<file path="config.mk">
export PLATFORM = sky130hd
export DESIGN_NAME = mem_stage_lsu
export DESIGN_NICKNAME = d
export VERILOG_FILES = /design/src/rtl/mem_stage_lsu.sv
export SDC_FILE = /design/constraint.sdc
export NUM_CORES = 1
export LEC_CHECK = 0
export ABC_AREA = 1
export CORE_MARGIN = 1
export CORE_UTILIZATION = 41
export CTS_BUF_LIST = sky130_fd_sc_hd__clkbuf_8
export CTS_CLUSTER_SIZE = 8
export DETAILED_ROUTE_END_ITERATION = 7
export HOLD_SLACK_MARGIN = 0.05
export PLACE_DENSITY = 0.84
export SYNTH_ARGS = -nofsm -noshare
export SYNTH_HDL_FRONTEND = slang
export SYNTH_SLANG_ARGS = --single-unit
</file>
<file path="constraint.sdc">
create_clock -name clk -period 1.6 [get_ports clk]
set_input_delay 0.24 -clock clk [delete_from_list [all_inputs] [get_ports clk]]
set_output_delay 0.24 -clock clk [all_outputs]
set_load 0.02 [all_outputs]
</file>
<file path="src/rtl/mem_stage_lsu.sv">
// ---------------------------------------------------------------------------
// mem_stage_lsu
//   Memory-access stage of the 5-stage RISC-V pipeline. It takes the EX/MEM
//   register outputs and drives the data-memory req/gnt/rvalid port. It
//   generates byte enables and replicates store data across byte lanes, and it
//   aligns and sign/zero-extends load data. While an access is outstanding it
//   stalls the upstream stages. It also owns the MEM/WB pipeline register.
//
//   Optional feature: define MEM_MISALIGN_TRAP_EN to trap misaligned
//   halfword/word accesses. A trapped access issues no memory request, writes
//   no register and pulses MisalignOut for one cycle. Without the macro, the
//   ignored low address bits force alignment.
//
// Ports
//   clk, rst                 clock; asynchronous active-low reset
//   MemAddrIn..RegDstIn      EX/MEM register outputs (address, store data,
//                            imm, PC, funct3, mem enables, WB control, rd)
//   DmReq/DmWe/DmAddr/
//   DmWdata/DmBe             data-memory request (combinational)
//   DmGnt/DmRvalid/DmRdata   data-memory response
//   MemStall                 hold EX/MEM and upstream stages (combinational)
//   ALUResultOut..RegDstOut  MEM/WB register outputs
//   MisalignOut              misaligned-access pulse (MEM_MISALIGN_TRAP_EN only)
// ---------------------------------------------------------------------------
module mem_stage_lsu #(
    parameter int unsigned DATA_W      = 32,
    parameter int unsigned INS_ADDRESS = 9,
    parameter int unsigned DM_ADDRESS  = 9
) (
    input  logic                   clk,
    input  logic                   rst,
    // EX/MEM inputs
    input  logic [DATA_W-1:0]      MemAddrIn,
    input  logic [DATA_W-1:0]      MemWrtDataIn,
    input  logic [DATA_W-1:0]      immIn,
    input  logic [INS_ADDRESS-1:0] PCin,
    input  logic [2:0]             funct3In,
    input  logic                   MemWrtEnIn,
    input  logic                   MemRdEnIn,
    input  logic                   RegWrtEnIn,
    input  logic [2:0]             RegWrtSrcIn,
    input  logic [4:0]             RegDstIn,
    // data-memory port
    output logic                   DmReq,
    output logic                   DmWe,
    output logic [DM_ADDRESS-1:0]  DmAddr,
    output logic [DATA_W-1:0]      DmWdata,
    output logic [3:0]             DmBe,
    input  logic                   DmGnt,
    input  logic                   DmRvalid,
    input  logic [DATA_W-1:0]      DmRdata,
    // pipeline control
    output logic                   MemStall,
    // MEM/WB register
    output logic [DATA_W-1:0]      ALUResultOut,
    output logic [DATA_W-1:0]      immOut,
    output logic [INS_ADDRESS-1:0] PCout,
    output logic [DATA_W-1:0]      RdDataOut,
`ifdef MEM_MISALIGN_TRAP_EN
    output logic                   MisalignOut,
`endif
    output logic                   RegWrtEnOut,
    output logic [2:0]             RegWrtSrcOut,
    output logic [4:0]             RegDstOut
);

    localparam int unsigned BYTE_W = 8;
    localparam int unsigned HALF_W = 16;

    localparam logic [2:0] F3_B  = 3'b000;
    localparam logic [2:0] F3_H  = 3'b001;
    localparam logic [2:0] F3_W  = 3'b010;
    localparam logic [2:0] F3_BU = 3'b100;
    localparam logic [2:0] F3_HU = 3'b101;

    typedef enum logic {
        S_IDLE    = 1'b0,
        S_WAIT_RD = 1'b1
    } state_t;

    state_t state_q, state_d;

    // Access decode: a store wins when both enables are set.
    logic is_store;
    logic is_load;
    logic access;

    assign is_store = MemWrtEnIn;
    assign is_load  = MemRdEnIn & ~MemWrtEnIn;
    assign access   = MemWrtEnIn | MemRdEnIn;

    // Misaligned halfword/word detection (trap build only).
    logic misalign;
`ifdef MEM_MISALIGN_TRAP_EN
    logic mis_half;
    logic mis_word;

    always_comb begin
        mis_half = is_store ? (funct3In == F3_H)
                            : ((funct3In == F3_H) || (funct3In == F3_HU));
        mis_word = (funct3In == F3_W);
        misalign = access & ((mis_half & MemAddrIn[0]) |
                             (mis_word & (MemAddrIn[1:0] != 2'b00)));
    end
`else
    assign misalign = 1'b0;
`endif

    // Store lane steering; loads always read the full word.
    logic [3:0]        be_c;
    logic [DATA_W-1:0] wdata_c;

    always_comb begin
        be_c    = 4'b1111;
        wdata_c = MemWrtDataIn;
        if (is_store) begin
            case (funct3In)
                F3_B: begin
                    be_c    = 4'b0001 << MemAddrIn[1:0];
                    wdata_c = {4{MemWrtDataIn[BYTE_W-1:0]}};
                end
                F3_H: begin
                    be_c    = 4'b0011 << {MemAddrIn[1], 1'b0};
                    wdata_c = {2{MemWrtDataIn[HALF_W-1:0]}};
                end
                default: ;
            endcase
        end
    end

    // FSM next state and per-cycle control.
    logic dm_req_c;
    logic stall_c;
    logic wb_load_c;   // MEM/WB captures the current EX/MEM slot
    logic rd_take_c;   // captured slot carries returned load data
    logic grant_c;     // load accepted: remember its offset and size
    logic trap_c;

    always_comb begin
        state_d   = state_q;
        dm_req_c  = 1'b0;
        stall_c   = 1'b0;
        wb_load_c = 1'b0;
        rd_take_c = 1'b0;
        grant_c   = 1'b0;
        trap_c    = 1'b0;
        case (state_q)
            S_IDLE: begin
                if (misalign) begin
                    trap_c    = 1'b1;
                    wb_load_c = 1'b1;
                end else if (access) begin
                    dm_req_c = 1'b1;
                    if (!DmGnt) begin
                        stall_c = 1'b1;
                    end else if (is_load) begin
                        stall_c = 1'b1;
                        grant_c = 1'b1;
                        state_d = S_WAIT_RD;
                    end else begin
                        wb_load_c = 1'b1;
                    end
                end else begin
                    wb_load_c = 1'b1;
                end
            end
            S_WAIT_RD: begin
                if (DmRvalid) begin
                    wb_load_c = 1'b1;
                    rd_take_c = 1'b1;
                    state_d   = S_IDLE;
                end else begin
                    stall_c = 1'b1;
                end
            end
            default: state_d = S_IDLE;
        endcase
    end

    always_ff @(posedge clk or negedge rst) begin
        if (!rst) begin
            state_q <= S_IDLE;
        end else begin
            state_q <= state_d;
        end
    end

    // Offset and size of the outstanding load, frozen at grant.
    logic [1:0] off_q;
    logic [2:0] f3_q;

    always_ff @(posedge clk or negedge rst) begin
        if (!rst) begin
            off_q <= 2'b00;
            f3_q  <= 3'b000;
        end else if (grant_c) begin
            off_q <= MemAddrIn[1:0];
            f3_q  <= funct3In;
        end
    end

    // Load align and extend.
    logic [BYTE_W-1:0] byte_c;
    logic [HALF_W-1:0] half_c;
    logic [DATA_W-1:0] ld_data_c;

    always_comb begin
        byte_c = DmRdata[7:0];
        case (off_q)
            2'd1:    byte_c = DmRdata[15:8];
            2'd2:    byte_c = DmRdata[23:16];
            2'd3:    byte_c = DmRdata[31:24];
            default: ;
        endcase
        half_c    = off_q[1] ? DmRdata[31:16] : DmRdata[15:0];
        ld_data_c = DmRdata;
        case (f3_q)
            F3_B:    ld_data_c = {{(DATA_W-BYTE_W){byte_c[BYTE_W-1]}}, byte_c};
            F3_BU:   ld_data_c = {{(DATA_W-BYTE_W){1'b0}}, byte_c};
            F3_H:    ld_data_c = {{(DATA_W-HALF_W){half_c[HALF_W-1]}}, half_c};
            F3_HU:   ld_data_c = {{(DATA_W-HALF_W){1'b0}}, half_c};
            default: ;
        endcase
    end

    // MEM/WB register: capture on progress, otherwise insert a bubble.
    logic [DATA_W-1:0]      alu_q,   alu_d;
    logic [DATA_W-1:0]      imm_q,   imm_d;
    logic [INS_ADDRESS-1:0] pc_q,    pc_d;
    logic [DATA_W-1:0]      rdata_q, rdata_d;
    logic                   rwe_q,   rwe_d;
    logic [2:0]             src_q,   src_d;
    logic [4:0]             dst_q,   dst_d;

    always_comb begin
        alu_d   = alu_q;
        imm_d   = imm_q;
        pc_d    = pc_q;
        rdata_d = rdata_q;
        src_d   = src_q;
        dst_d   = dst_q;
        rwe_d   = 1'b0;
        if (wb_load_c) begin
            alu_d   = MemAddrIn;
            imm_d   = immIn;
            pc_d    = PCin;
            rdata_d = rd_take_c ? ld_data_c : '0;
            src_d   = RegWrtSrcIn;
            dst_d   = RegDstIn;
            rwe_d   = RegWrtEnIn & ~trap_c;
        end
    end

    always_ff @(posedge clk or negedge rst) begin
        if (!rst) begin
            alu_q   <= '0;
            imm_q   <= '0;
            pc_q    <= '0;
            rdata_q <= '0;
            rwe_q   <= 1'b0;
            src_q   <= 3'b000;
            dst_q   <= 5'b00000;
        end else begin
            alu_q   <= alu_d;
            imm_q   <= imm_d;
            pc_q    <= pc_d;
            rdata_q <= rdata_d;
            rwe_q   <= rwe_d;
            src_q   <= src_d;
            dst_q   <= dst_d;
        end
    end

`ifdef MEM_MISALIGN_TRAP_EN
    logic mis_q;

    always_ff @(posedge clk or negedge rst) begin
        if (!rst) begin
            mis_q <= 1'b0;
        end else begin
            mis_q <= trap_c;
        end
    end

    assign MisalignOut = mis_q;
`endif

    // Memory port; the request is forced low while reset is asserted.
    assign DmReq   = dm_req_c & rst;
    assign DmWe    = is_store;
    assign DmAddr  = MemAddrIn[DM_ADDRESS+1:2];
    assign DmWdata = wdata_c;
    assign DmBe    = be_c;
    assign MemStall = stall_c & rst;

    assign ALUResultOut = alu_q;
    assign immOut       = imm_q;
    assign PCout        = pc_q;
    assign RdDataOut    = rdata_q;
    assign RegWrtEnOut  = rwe_q;
    assign RegWrtSrcOut = src_q;
    assign RegDstOut    = dst_q;

endmodule

</file>
==> results.cfg, run 1 <==
[die]
core_area_mm2 = 0.0140
dieWidth_um = 122
die_area_mm2 = 0.0149
die_h_um = 122
start_util_pct = 42.3
pin_count = 317
rows = 43

[route]
drtIter0Drc = 323
routedWlPerCell_um = 16.1
wirelength_um = 21400
ant_nets = 0
via_count = 6585
viasPerCell = 4.97
drcViolationCount = 0
drt_first_pass_iters = 5

[placement]
dp_slack_ns = -0.715
gp_congestion = 0.886
hpwl_um = 15200
port_buffers = 316

[final_layout]
final_util_pct = 70.6
mostFrequentLayoutCell = nand2_1
final_cell_mix = nand2_1 (360), clkdlybuf4s50_1 (155), dlygate4sd2_1 (124)
fin_nets = 1288
drive_gt1_share_pct = 13.3
syn2layout_area_growth_pct = 66.9

[sta]
setup_slack_ns = -0.0348
rsz0062_at_grt = yes
fmax_mhz = 612
finClkSkew_ns = 0.0188
hold_viol = 0
slew_violations = 0
relSlewSlack_pct = 56.8
worst_slew_pin_slew_ns = 0.648
setup_violations = 3
period_needed_ns = 1.63
timing.final.crit_share_pct = 102
fin_worst_hold_slack_ns = 0.209

[power_and_ir_drop]
ir_worst_vdd_mv = 0.510
finalPower_uw = 10300
p_per_area_mw_per_mm2 = 1040
p_leak_uw = 0.00538

[clock_tree]
insertion_delay_ns = 0.43
cts_made_buffers = 17
tritoncts = done
clk_pin_slew_ns = 0.07
clockBufferDepth = 2
cts_sinks = 120
cts-root-buf = clkbuf_8
htree_levels = 4

[synth]
seq_area_frac_synth_pct = 50.8
syn_area_per_cell_um2 = 7.47
yosys.cell_types.count = 23
synth_fp_nets = 947
synth_cells = 792
ys_ff_latch = 120
ys.warnings.count = 0
netlist_area_mm2 = 0.00592

[global_route]
track_usage_pct = 28.0
grt-ovfl-total = 0
grt_start_max_net_pins = 121
grt_first_pass_wirelength_um = 31900
grt_antenna_before_repair = 0
grt_pass1_vias = 6580

[critical_path]
startpoint_type = register
arrival_ns = 1.39
cp.required_ns = 1.36
cp_max_fo = 2
worstSetupEndpointType = primary output
critical_path_class = register to primary output

[outcome]
violations = negative setup slack
run_status = finished with violations

[job]
max_cap_viol_count = 0

[min_path]
hp-class = input port to register
where the power goes:
part / internal, uW / switching, uW
registers: 3490 / 275
clock network: 1710 / 1290
logic: 1450 / 2050
layout make-up:
class                   count  area (um^2)
repair buffers            383         3600
flip-flops and latches    120         3000
fillers                  1140         4110
clock inverters            14          201
well taps                 180          225
inverters                  39          149
clock buffers              17          234
multi-input cells         572         2460
diodes                      1         2.50
logic make-up (layout without fill, tap and decap cells):
| group | Yosys count | after routing | synth area share (%) |
|---|---|---|---|
| compound gates | 50 | 50 | 4.23 |
| buf+inv | 100 | 453 | 8.71 |
| flops | 120 | 120 | 50.8 |
| other cells | 0 | 1 | 0 |
| simple gates | 522 | 522 | 36.3 |
cells in the mapped netlist:
master | number | share of area (%)
inv_2 | 3 | 0.19
nand3b_1 | 3 | 0.38
inv_1 | 36 | 2.3
nor3_1 | 4 | 0.34
nand4_1 | 2 | 0.21
or2_0 | 1 | 0.11
buf_6 | 5 | 0.95
buf_1 | 1 | 0.063
nor2_4 | 1 | 0.19
nand2_2 | 1 | 0.11
nand2_1 | 362 | 23
nor2_1 | 50 | 3.2
buf_8 | 1 | 0.25
nor2_2 | 1 | 0.11
nand3_1 | 93 | 7.9
dfrtp_1 | 120 | 51
nand3_4 | 1 | 0.30
buf_2 | 13 | 1.1
clkbuf_1 | 21 | 1.3
buf_4 | 20 | 2.5
a21oi_1 | 16 | 1.4
nand2_4 | 3 | 0.57
o21ai_0 | 34 | 2.9
path summary, 6_finish.rpt:
| kind | slack [ns] | endpoint | startpoint | depth (start not counted) |
|---|---|---|---|---|
| setup / recovery | -0.03 | MemStall | state_q | 4 |
| hold / removal | 0.21 | f3_q[2] | funct3In[2] | 4 |
| setup reg to reg | 0.02 | PCout[7] | state_q | 9 |
| hold reg to reg | 0.46 | immOut[20] | immOut[20] | 2 |
| max in group asynchronous | 0.57 | PCout[5] | rst | 3 |
| min in group asynchronous | 0.52 | RdDataOut[23] | rst | 3 |
metal layers:
| metal | vias up | track usage, % | wire, um |
|---|---|---|---|
| met5 | - | 0 | 0 |
| met4 | 0 | 14.9 | 810 |
| met3 | 62 | 6.69 | 1640 |
| met2 | 348 | 49.8 | 11100 |
| met1 | 3029 | 30.7 | 7860 |
| li1 | 3146 | - | - |
flip-flops by register name (all words and copies together) (netlist names):
register and count:
off_q 2, RdDataOut 32, PCout 9, ALUResultOut 32, immOut 32, RegWrtSrcOut 3
RegDstOut 5, RegWrtEnOut 1, state_q 1, f3_q 3
metrics by stage:
step	TNS, ns	cells	cell area [um^2]
floorplan	0	792	5920
global placement	-47.75	1281	9410
detailed placement	-52.26	1281	9410
CTS	-0.0458	1322	9750
global route	-0.203	1325	9870
finish	-0.0384	1326	9880
critical path, cell delays in order (launching register included):
cell and delay [ns]:
dfrtp_1 0.40, inv_2 0.05, or2_4 0.24, a21oi_4 0.15
buf_6 0.14
timing repair:
item	4_1_cts	5_1_grt
setup buffers	7	1
endpoints found under the hold margin	120	0
resized for setup	283	26
pin swaps	11	7
gates cloned	2	2
endpoints found under the setup margin	151	107
hold buffers	1	0
(Power assumes the default switching activity.)
==> inputs of run 2 (changes only) <==
==> config.mk (replaced) <==
export PLATFORM = sky130hd
export DESIGN_NAME = mem_stage_lsu
export DESIGN_NICKNAME = d
export VERILOG_FILES = /design/src/rtl/mem_stage_lsu.sv
export SDC_FILE = /design/constraint.sdc
export NUM_CORES = 1
export LEC_CHECK = 0
export ABC_AREA = 0
export CORE_AREA = 2 2 122 124
export CTS_BUF_LIST = sky130_fd_sc_hd__clkbuf_8
export CTS_CLUSTER_SIZE = 8
export DETAILED_ROUTE_END_ITERATION = 7
export DIE_AREA = 0 0 124 126
export HOLD_SLACK_MARGIN = 0.05
export PLACE_DENSITY = 0.82
export SYNTH_ARGS = -nofsm -noshare
export SYNTH_HDL_FRONTEND = slang
export SYNTH_SLANG_ARGS = --single-unit
==> results.cfg, run 2 <==
[outcome]
run_status = finished with violations
violations = negative setup slack

[sta]
timing.final.crit_share_pct = 109
relSlewSlack_pct = 46.8
finClkSkew_ns = 0.00970
setup_violations = 95
hold_viol = 0
worst_slew_pin_slew_ns = 0.799
slew_violations = 0
rsz0062_at_grt = yes
period_needed_ns = 1.74
setup_slack_ns = -0.136
fmax_mhz = 576

[placement]
post_dp_cell_area_mm2 = 0.00915
hpwl_um = 13700
dp_slack_ns = -0.790
port_buffers = 316
gp_congestion = 0.883

[die]
core_area_mm2 = 0.0143
pin_count = 317
die_h_um = 126
die_area_mm2 = 0.0156
rows = 44
start_util_pct = 39.0
dieWidth_um = 124

[clock_tree]
cts_made_buffers = 17
clk_pin_slew_ns = 0.07
insertion_delay_ns = 0.42
tritoncts = done
cts-root-buf = clkbuf_8
htree_levels = 4
clockBufferDepth = 2
cts_sinks = 120

[synth]
ys_ff_latch = 120
synth_top_family_by_area = multiplexers
netlist.area_leader.share_pct = 53.8
ys.warnings.count = 0
synth-edff-count = 0
synth_area_leaders = dfrtp_1 (54%), mux2_2 (20%), nand2_1 (2.9%), buf_4 (2.6%), a22oi_1 (2.2%)
yosysTopAreaCell = dfrtp_1
async_flop_share_pct = 100
seq_area_frac_synth_pct = 53.8
synth_ff_type = dfrtp_1
synth-xor-area-share_pct = 0
synth_compound_area_share_pct = 9.50
synthAdderAreaFrac_pct = 0
yosys.area_share.simple_pct = 9.29
netlist_area_mm2 = 0.00559
synthMuxAreaShare_pct = 21.9
yosysMostFrequentCell = dfrtp_1
synth_cells = 462
synthTopCellsByCount = dfrtp_1 (120), mux2_2 (99), nand2_1 (43), o21ai_0 (22), buf_4 (19)
syn_area_per_cell_um2 = 12.1
yosys.cell_types.count = 41
synth_fp_nets = 617

[min_path]
hp-class = input port to register

[critical_path]
worstPathCellList = o21ba_4, a21o_4, buf_4, clkbuf_16, mux2_2
cp.required_ns = 1.91
arrival_ns = 2.04
cpPeakStageDelay_ns = 0.42
crit_family = buffers and inverters
critical_path_class = register to register
worstSetupEndpointType = register
cp_max_fo = 23
startpoint_type = register
cp_slowest_cell = dfrtp_1
cp_num_buf_inv = 2

[global_route]
track_usage_pct = 23.0
grt-ovfl-total = 0
grt_pass1_vias = 5427
use_met2_pct = 41.7
grt_first_pass_wirelength_um = 27500
grtUsageMet3_pct = 6.61
grt_most_used_layer = met2
grt_start_max_net_pins = 66
grt_antenna_before_repair = 0
met1_usage_pct = 24.2

[final_layout]
fin_nets = 965
mostFrequentLayoutCell = clkdlybuf4s50_1
final_util_pct = 67.9
syn2layout_area_growth_pct = 74.0
design_area_mm2 = 0.00972
drive_gt1_share_pct = 30.6
num_antenna_cells = 0
final_cell_mix = clkdlybuf4s50_1 (153), dlygate4sd2_1 (123), dfrtp_1 (118)

[route]
drcViolationCount = 0
ant_nets = 0
drtIter0Drc = 155
drt_first_pass_iters = 4
via_count = 5046
routedWlPerCell_um = 18.3
viasPerCell = 5.01
wirelength_um = 18500

[power_and_ir_drop]
ir_worst_vdd_mv = 0.519
finalPower_uw = 10400
p_per_area_mw_per_mm2 = 1070
p_leak_uw = 0.00458

[job]
max_cap_viol_count = 0
## run 2: changes by cell type after synthesis, sizes merged, moves of 5 or more
cell / delta
mux2i: +10
nand2b: +9
nand3: -94
o21ai: -11
nor2: -39
mux2: +100
a22oi: +16
a221o: +5
o221ai: +6
and3b: +7
nand2: -323
inv: -34
nor2b: +10
clkbuf: -13
## run 2: layout make-up
class | count | area, um^2
clock buffer | 18 | 248
inverter | 5 | 18.8
sequential | 120 | 3010
clock inverter | 14 | 206
multi-input combinational | 290 | 2440
fill | 1086 | 4600
timing repair buffer | 376 | 3570
tap | 184 | 230
## run 2: final timing paths
path | start | to | slack [ns] | cells past startpoint
worst max-delay path | state_q | immOut[10] | -0.14 | 5
worst min-delay path | RegWrtEnIn | RegWrtEnOut | 0.37 | 3
worst max register to register | state_q | immOut[10] | -0.14 | 5
worst min register to register | RdDataOut[0] | RdDataOut[0] | 0.48 | 2
max in group asynchronous | rst | immOut[20] | 0.47 | 3
min in group asynchronous | rst | f3_q[2] | 0.56 | 3
## run 2: logic make-up after synthesis
family	Yosys count
buffers and inverters	52
AO/OA/AOI/OAI	80
AND/OR/NAND/NOR	100
multiplexers	110
flip-flops	120
## run 2: tightest hold or removal path: cells and delay by family
family / cells / cell delay (ns)
buf+inv: 2 / 0.48
simple gates: 1 / 0.04
## run 2: per-layer routing
metal / vias up / part of all wire, %
li1: 2341 / -
met1: 2404 / 36
met2: 256 / 53
met3: 45 / 7.9
met4: 0 / 3.6
met5: - / 0
## run 2: stage by stage
stage / setup TNS, ns / hold WS, ns / std cells
finish: -9.53 / 0.366 / 1007
global route: -12.18 / 0.392 / 1007
CTS: -7.57 / 0.331 / 1005
detailed placement: -71.07 / 0.470 / 965
global placement: -67.77 / 0.459 / 965
floorplan: -0.00125 / -0.0556 / 462
## run 2: timing repair
action / in CTS / in global routing
endpoints found under the setup margin: 258 / 138
pin swaps: 4 / 2
buffers inserted: 3 / 1
gates resized for setup: 280 / 55
cloned: 2 / 2
hold buffers: 3 / 0
hold endpoints to repair: 57 / 0
## run 2: power breakdown
part           total (uW)  switching, uW  internal [uW]
clock network        3100           1220           1880
logic                3450           1730           1710
registers            3810            294           3520
total               10400           3250           7120
